<file path="config.mk">
export PLATFORM = sky130hd
export DESIGN_NAME = multi_cycle_control_unit
export DESIGN_NICKNAME = d
export VERILOG_FILES = /design/src/rtl/multi_cycle_control_unit_pkg.sv /design/src/rtl/multi_cycle_control_unit_control_signal_decoder.sv /design/src/rtl/multi_cycle_control_unit.sv
export SDC_FILE = /design/constraint.sdc
export NUM_CORES = 1
export LEC_CHECK = 0
export ABC_AREA = 1
export CAP_MARGIN = 20
export CORE_AREA = 5 5 42 44
export DETAILED_ROUTE_END_ITERATION = 6
export DIE_AREA = 0 0 47 49
export DONT_BUFFER_PORTS = 1
export MAX_ROUTING_LAYER = met4
export SKIP_CTS_REPAIR_TIMING = 1
export SLEW_MARGIN = 10
export SYNTH_ARGS = -nofsm -noshare
export SYNTH_HDL_FRONTEND = slang
export SYNTH_SLANG_ARGS = --single-unit
export TNS_END_PERCENT = 100
</file>
<file path="constraint.sdc">
create_clock -name CLK -period 1.6 [get_ports CLK]
set_input_delay 0.32 -clock CLK [delete_from_list [all_inputs] [get_ports CLK]]
set_output_delay 0.32 -clock CLK [all_outputs]
set_load 0.03 [all_outputs]
</file>
<file path="src/rtl/multi_cycle_control_unit_pkg.sv">
// rtl/multi_cycle_control_unit_pkg.sv - shared opcode, state and mux-select codes for the MultiCPU
package multi_cycle_control_unit_pkg;

  localparam logic [5:0] OP_ADD   = 6'b000000;
  localparam logic [5:0] OP_SUB   = 6'b000001;
  localparam logic [5:0] OP_ADDIU = 6'b000010;
  localparam logic [5:0] OP_AND   = 6'b010000;
  localparam logic [5:0] OP_ANDI  = 6'b010001;
  localparam logic [5:0] OP_ORI   = 6'b010010;
  localparam logic [5:0] OP_SLL   = 6'b011000;
  localparam logic [5:0] OP_SLT   = 6'b100110;
  localparam logic [5:0] OP_SLTI  = 6'b100111;
  localparam logic [5:0] OP_SW    = 6'b110000;
  localparam logic [5:0] OP_LW    = 6'b110001;
  localparam logic [5:0] OP_BEQ   = 6'b110100;
  localparam logic [5:0] OP_BNE   = 6'b110101;
  localparam logic [5:0] OP_BLTZ  = 6'b110110;
  localparam logic [5:0] OP_J     = 6'b111000;
  localparam logic [5:0] OP_JR    = 6'b111001;
  localparam logic [5:0] OP_JAL   = 6'b111010;
  localparam logic [5:0] OP_HALT  = 6'b111111;

  typedef enum logic [2:0] {
    sIF     = 3'b000,
    sID     = 3'b001,
    sEXE_LS = 3'b010,
    sMEM    = 3'b011,
    sWB_LD  = 3'b100,
    sEXE_BR = 3'b101,
    sEXE_AL = 3'b110,
    sWB_AL  = 3'b111
  } state_t;

  localparam logic [2:0] ALU_ADD = 3'b000;
  localparam logic [2:0] ALU_SUB = 3'b001;
  localparam logic [2:0] ALU_SLL = 3'b010;
  localparam logic [2:0] ALU_OR  = 3'b011;
  localparam logic [2:0] ALU_AND = 3'b100;
  localparam logic [2:0] ALU_SLT = 3'b110;

  localparam logic [1:0] PCSRC_PC4    = 2'b00;
  localparam logic [1:0] PCSRC_BRANCH = 2'b01;
  localparam logic [1:0] PCSRC_RS     = 2'b10;
  localparam logic [1:0] PCSRC_JUMP   = 2'b11;

  localparam logic [1:0] REGDST_RA = 2'b00;
  localparam logic [1:0] REGDST_RT = 2'b01;
  localparam logic [1:0] REGDST_RD = 2'b10;

  function automatic logic is_imm_op(input logic [5:0] op);
    return (op == OP_ADDIU) || (op == OP_ANDI) || (op == OP_ORI) || (op == OP_SLTI);
  endfunction

  function automatic logic is_alu_op(input logic [5:0] op);
    return (op == OP_ADD) || (op == OP_SUB) || (op == OP_AND) || (op == OP_SLL) ||
           (op == OP_SLT) || is_imm_op(op);
  endfunction

  function automatic logic [2:0] alu_op_for(input logic [5:0] op);
    case (op)
      OP_SUB:          return ALU_SUB;
      OP_AND, OP_ANDI: return ALU_AND;
      OP_ORI:          return ALU_OR;
      OP_SLL:          return ALU_SLL;
      OP_SLT, OP_SLTI: return ALU_SLT;
      default:         return ALU_ADD;
    endcase
  endfunction

endpackage

</file>
<file path="src/rtl/multi_cycle_control_unit_control_signal_decoder.sv">
// rtl/multi_cycle_control_unit_control_signal_decoder.sv - combinational State+Opcode to datapath control decode
module control_signal_decoder
  import multi_cycle_control_unit_pkg::*;
(
  input  state_t      state_i,
  input  logic [5:0]  opcode_i,
  input  logic        zero_i,
  input  logic        sign_i,
  output logic        pc_wre_o,
  output logic        ir_wre_o,
  output logic        ins_mem_rw_o,
  output logic        reg_wre_o,
  output logic        m_rd_o,
  output logic        m_wr_o,
  output logic        alu_src_a_o,
  output logic        alu_src_b_o,
  output logic        ext_sel_o,
  output logic        db_data_src_o,
  output logic        wr_reg_d_src_o,
  output logic [1:0]  reg_dst_o,
  output logic [1:0]  pc_src_o,
  output logic [2:0]  alu_op_o
);

  logic taken;

  always_comb begin
    case (opcode_i)
      OP_BEQ:  taken = zero_i;
      OP_BNE:  taken = ~zero_i;
      OP_BLTZ: taken = sign_i;
      default: taken = 1'b0;
    endcase
  end

  always_comb begin
    pc_wre_o       = 1'b0;
    ir_wre_o       = 1'b0;
    ins_mem_rw_o   = 1'b0;
    reg_wre_o      = 1'b0;
    m_rd_o         = 1'b0;
    m_wr_o         = 1'b0;
    alu_src_a_o    = 1'b0;
    alu_src_b_o    = 1'b0;
    ext_sel_o      = 1'b0;
    db_data_src_o  = 1'b0;
    wr_reg_d_src_o = 1'b0;
    reg_dst_o      = REGDST_RA;
    pc_src_o       = PCSRC_PC4;
    alu_op_o       = ALU_ADD;

    case (state_i)
      sIF: begin
        ins_mem_rw_o = 1'b1;
        ir_wre_o     = 1'b1;
      end
      sID: begin
        case (opcode_i)
          OP_J: begin
            pc_wre_o = 1'b1;
            pc_src_o = PCSRC_JUMP;
          end
          OP_JR: begin
            pc_wre_o = 1'b1;
            pc_src_o = PCSRC_RS;
          end
          OP_JAL: begin
            pc_wre_o       = 1'b1;
            pc_src_o       = PCSRC_JUMP;
            reg_wre_o      = 1'b1;
            reg_dst_o      = REGDST_RA;
            wr_reg_d_src_o = 1'b0;
          end
          OP_HALT, OP_BEQ, OP_BNE, OP_BLTZ, OP_LW, OP_SW: ;
          default: begin
            // Unknown opcodes retire here as a nop; real ALU ops go on to execute.
            pc_wre_o = ~is_alu_op(opcode_i);
          end
        endcase
      end
      sEXE_AL, sWB_AL: begin
        alu_op_o    = alu_op_for(opcode_i);
        alu_src_a_o = (opcode_i == OP_SLL);
        alu_src_b_o = is_imm_op(opcode_i);
        ext_sel_o   = (opcode_i == OP_ADDIU) || (opcode_i == OP_SLTI);
        if (state_i == sWB_AL) begin
          reg_wre_o      = 1'b1;
          wr_reg_d_src_o = 1'b1;
          reg_dst_o      = is_imm_op(opcode_i) ? REGDST_RT : REGDST_RD;
          pc_wre_o       = 1'b1;
        end
      end
      sEXE_BR: begin
        alu_op_o  = ALU_SUB;
        ext_sel_o = 1'b1;
        pc_wre_o  = 1'b1;
        pc_src_o  = taken ? PCSRC_BRANCH : PCSRC_PC4;
      end
      sEXE_LS: begin
        alu_src_b_o = 1'b1;
        ext_sel_o   = 1'b1;
      end
      sMEM: begin
        if (opcode_i == OP_SW) begin
          m_wr_o   = 1'b1;
          pc_wre_o = 1'b1;
        end else begin
          m_rd_o = 1'b1;
        end
      end
      sWB_LD: begin
        reg_wre_o      = 1'b1;
        db_data_src_o  = 1'b1;
        wr_reg_d_src_o = 1'b1;
        reg_dst_o      = REGDST_RT;
        pc_wre_o       = 1'b1;
      end
      default: ;
    endcase
  end

endmodule

</file>
<file path="src/rtl/multi_cycle_control_unit.sv">
// rtl/multi_cycle_control_unit.sv - multi-cycle IF/ID/EXE/MEM/WB sequencer for the MultiCPU datapath
module multi_cycle_control_unit
  import multi_cycle_control_unit_pkg::*;
(
  input  logic        CLK,
  input  logic        Reset,
  input  logic [5:0]  Opcode,
  input  logic        Zero,
  input  logic        Sign,
  output logic [2:0]  State,
  output logic        PCWre,
  output logic        IRWre,
  output logic        InsMemRW,
  output logic        RegWre,
  output logic        mRD,
  output logic        mWR,
  output logic        ALUSrcA,
  output logic        ALUSrcB,
  output logic        ExtSel,
  output logic        DBDataSrc,
  output logic        WrRegDSrc,
  output logic [1:0]  RegDst,
  output logic [1:0]  PCSrc,
  output logic [2:0]  ALUOp
);

  state_t state_q, state_d;

  always_ff @(posedge CLK) begin
    if (Reset) state_q <= sIF;
    else       state_q <= state_d;
  end

  always_comb begin
    state_d = sIF;
    case (state_q)
      sIF: state_d = sID;
      sID: begin
        case (opcode_i_sel(Opcode))
          2'd1:    state_d = sEXE_BR;
          2'd2:    state_d = sEXE_LS;
          2'd3:    state_d = sEXE_AL;
          default: state_d = sIF;
        endcase
      end
      sEXE_AL: state_d = sWB_AL;
      sEXE_LS: state_d = sMEM;
      sMEM:    state_d = (Opcode == OP_LW) ? sWB_LD : sIF;
      default: state_d = sIF;
    endcase
  end

  // Instruction class after decode: 0 retires in ID, 1 branch, 2 load/store, 3 ALU.
  function automatic logic [1:0] opcode_i_sel(input logic [5:0] op);
    if ((op == OP_BEQ) || (op == OP_BNE) || (op == OP_BLTZ)) return 2'd1;
    if ((op == OP_LW) || (op == OP_SW))                      return 2'd2;
    if (is_alu_op(op))                                      return 2'd3;
    return 2'd0;
  endfunction

  assign State = state_q;

  control_signal_decoder u_decoder (
    .state_i        (state_q),
    .opcode_i       (Opcode),
    .zero_i         (Zero),
    .sign_i         (Sign),
    .pc_wre_o       (PCWre),
    .ir_wre_o       (IRWre),
    .ins_mem_rw_o   (InsMemRW),
    .reg_wre_o      (RegWre),
    .m_rd_o         (mRD),
    .m_wr_o         (mWR),
    .alu_src_a_o    (ALUSrcA),
    .alu_src_b_o    (ALUSrcB),
    .ext_sel_o      (ExtSel),
    .db_data_src_o  (DBDataSrc),
    .wr_reg_d_src_o (WrRegDSrc),
    .reg_dst_o      (RegDst),
    .pc_src_o       (PCSrc),
    .alu_op_o       (ALUOp)
  );

endmodule

</file>
# Word-level counts from Yosys, hierarchy flattened
# Cells that the tools add are included.
dict set report totals {
  regBits 3
  latch_bits 0
  ram_bits 0
  mem_bits_ro 0
  inputBits 10
  out_inout_bits 21
  wordCells 95
  mem_count 0
}
dict set report classes {
  n_addsub 0
  mul 0
  div 0
  n_lt_le_gt_ge 0
  eq_ne 27
  shift 0
  mux 43
  bitwise_logic 2
  n_reduce_logical 22
}
# operator count
set op_table {}
lappend op_table {{$eq 6x6->1 const B} 11}
lappend op_table {{$pmux 3 s5} 2}
lappend op_table {{$eq 6x5->1 const B} 4}
lappend op_table {{$mux 1} 19}
lappend op_table {{$mux 2} 9}
lappend op_table {{$eq 3x3->1 const B} 4}
lappend op_table {{$logic_or 1x1->1} 12}
lappend op_table {{$pmux 2 s2} 3}
lappend op_table {{$reduce_or 2->1} 6}
lappend op_table {{$pmux 3 s3} 1}
lappend op_table {{$pmux 1 s2} 4}
lappend op_table {{$eq 3x2->1 const B} 2}
lappend op_table {{$eq 6x1->1 const B} 1}
lappend op_table {{$eq 6x2->1 const B} 1}
lappend op_table {{$logic_not 6->1} 1}
lappend op_table {{$pmux 1 s3} 2}
lappend op_table {{$pmux 3 s2} 1}
lappend op_table {{$reduce_or 6->1} 1}
lappend op_table {{$eq 2x2->1 const B} 2}
lappend op_table {{$pmux 1 s4} 1}
lappend op_table {{$eq 3x1->1 const B} 1}
lappend op_table {{$logic_not 3->1} 1}
lappend op_table {{$mux 3} 1}
lappend op_table {{$reduce_or 3->1} 1}
lappend op_table {{2 further kinds} 3}

# Logic depth before layout (Yosys ltp)
# Gate-level depths: netlist (run 1).
dict set report depth {
  depth_word 17
  mapped_depth 8
}

# Modules after synthesis
# Synthesis (run 1) repeated with hierarchy kept, for this count alone.
dict set report unflattened {
  cells_unflattened 132
  hier_area_um2 690.7
}
# mod instances cells_each area_each_um2
set modules_own_cells {}
lappend modules_own_cells {control_signal_decoder 1 93 450.4}
lappend modules_own_cells {multi_cycle_control_unit 1 39 240.2}

# Least setup slack after synthesis (run 1)
# OpenSTA, ideal clock, no wires.
dict set report synth_timing {
  path_type {reg-to-output}
  startpoint {reg state_q[0], in the netlist State[0]}
  endpoint {out PCWre}
  arrival_time_ns 2.209
  path_slack_ns -0.929
  stages_incl_launch_ff 5
  n_path_buf 0
  cell_sequence {dfxtp_1 nand3_1 nor4_1 nor3_1 o21ai_1}
}
dict set report synth_between {
  elab_chain_len 3
  elab_cells_between_ends 10
  classes_between {6 x eq/ne; 2 x mux; 2 x reduce/logical}
}
# item line
set synth_lines {}
lappend synth_lines {{start, declared} multi_cycle_control_unit.sv:27} ;# state_t state_q, state_d;
lappend synth_lines {{start signal, assigned} multi_cycle_control_unit.sv:30} ;# if (Reset) state_q <= sIF;
lappend synth_lines {{start signal, assigned} multi_cycle_control_unit.sv:31} ;# else state_q <= state_d;
lappend synth_lines {{$eq 3x3->1 (on tied branches)} -}
lappend synth_lines {{$mux 1 (tied with other cells)} multi_cycle_control_unit_control_signal_decoder.sv:86} ;# if (state_i == sWB_AL) begin
lappend synth_lines {{$pmux 1 s4 *} multi_cycle_control_unit_control_signal_decoder.sv:52} ;# case (state_i)
lappend synth_lines {{end, declared} multi_cycle_control_unit.sv:11} ;# output logic PCWre,
# Every way passes the cells marked *; elsewhere a longest branch is shown, timed or not.

# Final worst setup path (run 1)
# Same ends and word-level chain as after synthesis.

==> flow_metrics.env, run 1 <==
export IMPL_synth_seq_area_share_pct=10.9
export IMPL_cts_buffers=3
export IMPL_drtAntennaViolNets=0
export IMPL_fin_ws_ps=-54.8
export IMPL_cts_root_buf="clkbuf_4"
export IMPL_hold_path_class="in -> reg"
export IMPL_fin_worst_skew_ps=6.92
export IMPL_yosys_top_cells_area="nand2_1 17%, nand3_1 15%, inv_1 12%, dfxtp_1 11%, nor2_1 8.2%"
export IMPL_die_h_um=49
export IMPL_placed_cell_area_um2=805
export IMPL_reg2reg_from="State[1]"
export IMPL_synth_adder_area_share_pct=0
export IMPL_dp_hpwl_mm=1.55
export IMPL_final_cell_area_um2=963
export IMPL_synth_mux_area_share_pct=0
export IMPL_path_clk_slew_ps=40
export IMPL_instances_no_fill=152
export IMPL_initial_utilization_pct=39.3
export IMPL_synth_compound_area_share_pct=10.2
export IMPL_synth_seq_cells=3
export IMPL_synth_xor_area_share_pct=0
export IMPL_worstSetupEndpoint="PCWre"
export IMPL_synth_top_family_by_area="simple AND/OR/NAND/NOR gates"
export IMPL_synth_top_cell_area_share_pct=17.0
export IMPL_layout_common_cells="20 x nand2_1, 20 x buf_4, 13 x inv_1, 12 x nand3_1, 11 x nor2_1"
export IMPL_dr_pass1_iters=4
export IMPL_hold_viol=0
export IMPL_pwr_share_comb_pct=48.0
export IMPL_fin_util_pct=68.8
export IMPL_syn_area_um2=551
export IMPL_cp_data_required_time_ps=1280
export IMPL_htree_levels=1
export IMPL_p_seq_share_pct=20.1
export IMPL_num_io_pins=31
export IMPL_gp_congestion=0.920
export IMPL_crit_path_cell_trace="buf_6 -> nand3_1 -> nor2_1 -> nor3_2 -> o21ai_2 -> buf_6"
export IMPL_io_buffers=0
export IMPL_grt_overflow=0
export IMPL_critical_path_endpoint_type="primary output"
export IMPL_fp_dieArea_um2=2300
export IMPL_routed_via_density=5.58
export IMPL_powerDensity_nw_per_um2=438
export IMPL_core_area_um2=1400
export IMPL_num_rows=14
export IMPL_grt_usage_pct=16.8
export IMPL_failed_checks="negative setup slack"
export IMPL_r2r_cells=6
export IMPL_start_kind="flop"
export IMPL_status="complete, but fails checks"
export IMPL_grt_max_degree=9
export IMPL_drive_gt1_share_pct=48.5
export IMPL_critPathMaxFanout=4
export IMPL_antenna_found_initial=0
export IMPL_diodes=0
export IMPL_drc_errors=0
export IMPL_clk_latency_ps=240
export IMPL_timing_final_crit_share_pct=103
export IMPL_yosysWarnings=0
export IMPL_routed_wl_mm=2.08
export IMPL_max_stage_delay_ps=360
export IMPL_crit_slowest_cell="dfxtp_4"
export IMPL_synthToLayoutAreaGrowth_pct=75.0
export IMPL_grt_pass1_wl_mm=2.90
export IMPL_fmax_ghz=0.604
export IMPL_nets=147
export IMPL_via_count=848
export IMPL_power_leakage_nw=0.513
export IMPL_synth_area_per_cell_um2=5.15
export IMPL_yosys_area_top_type="nand2_1"
export IMPL_setup_viol=3
export IMPL_drv_slew=0
export IMPL_synth_simple_area_share_pct=63.9
export IMPL_fin_crit_ps=1650
export IMPL_clock_path_buffers=2
export IMPL_place_inst=144
export IMPL_switchingPower_uw=175
export IMPL_die_w_um=47
export IMPL_largest_reg_flops=3
export IMPL_rsz0062_at_grt="yes"
export IMPL_criticalPathCategory="reg -> out"
export IMPL_synthDistinctLibCells=22
export IMPL_synth_cells=107
export IMPL_tightestPinTransition_ps=255
export IMPL_relSlewSlack_pct=82.9
export IMPL_clkPwrFrac_pct=31.9
export IMPL_startpoint="State[0]"
export IMPL_rr_endpoint="State[2]"
export IMPL_maxCapViolations=0
export IMPL_arrival_ps=1330
export IMPL_sw_frac_of_total_pct=41.3
export IMPL_syn_nets=117
export IMPL_tritoncts="built"
export IMPL_drtIter0Drc=18
export IMPL_cts_sinks=3
export IMPL_drt_wirelength_per_cell_um=13.7
export IMPL_fillers=138
export IMPL_cpMostUsedCell="buf_6"
export IMPL_r2r_slack_ps=510
export IMPL_peakVddDrop_uv=365
export IMPL_grt_pass1_vias=730
export IMPL_intPower_uw=248
per-layer routing:
metal / wire, um / GRT usage (%)
met5: 0 / -
met4: 14 / 5.99
met3: 204 / 2.95
met1: 812 / 19.3
met2: 1050 / 28.1
cell usage after synthesis:
cell type,count
nand2_2,1
dfxtp_1,3
nand2_1,25
nand3_1,16
inv_2,2
nand4_1,4
nor3_1,6
nor4_1,1
nor2_4,2
clkinv_1,1
inv_1,17
a31oi_1,1
buf_4,1
o41ai_1,1
nor2_2,4
o21ai_0,3
nand3b_1,1
nor2_1,12
a21oi_1,3
o22ai_1,1
o21ai_1,1
nand3_2,1
cell families (layout without fill, tap and decap cells):
family / after synthesis / after routing
flops: 3 / 3
simple gates: 73 / 73
buf+inv: 21 / 50
compound gates: 10 / 10
worst max-delay path, delay by kind of cell, from the launching register on:
kind,cells,cell delay [ps]
and+or+nand+nor,3,390
buffers and inverters,2,270
DFF,1,360
AOI/OAI and AO/OA,1,90
how the worst min path moves through the flow:
stage,start,to,slack (ps),cells after the start
after floorplan,Reset,State[1],380,1
after global placement,Reset,State[2],390,1
after detailed placement,Reset,State[2],390,1
after CTS,Reset,State[1],150,1
after global routing,Reset,State[1],150,1
final,Reset,State[0],150,1
final cells by class:
type	instances	area [um2]	share of cell area [%]
repair buffers	26	218	22.6
clock buffers	4	26.3	2.73
flip-flops and latches	3	68.8	7.14
multi-input cells	83	548	56.9
inverters	20	82.6	8.57
well taps	16	20.0	2.08
power groups by stage:
stage	combinational, mW	clock (mW)	sequential [mW]
after floorplan	0.110	0	0.0966
after global placement	0.170	0	0.0846
after detailed placement	0.171	0	0.0846
after CTS	0.171	0.132	0.0835
after global routing	0.216	0.138	0.0856
final	0.203	0.135	0.0849
stage by stage:
step	hold slack (ps)	setup TNS, ps	power (mW)	setup WS [ps]
after CTS	152	-407	0.387	-150
after floorplan	382	-569	0.207	-196
after global placement	387	0	0.254	49.9
after global routing	147	-366	0.439	-101
after detailed placement	388	0	0.255	19.9
final	149	-129	0.422	-54.8
Power figures use the tool's default switching activity.
==> inputs of run 2 (changes only) <==
Settings changed: CTS_CLUSTER_SIZE set to 24.
==> results of run 2 <==
Final layout, timing and power as in run 1 (identical DEF).
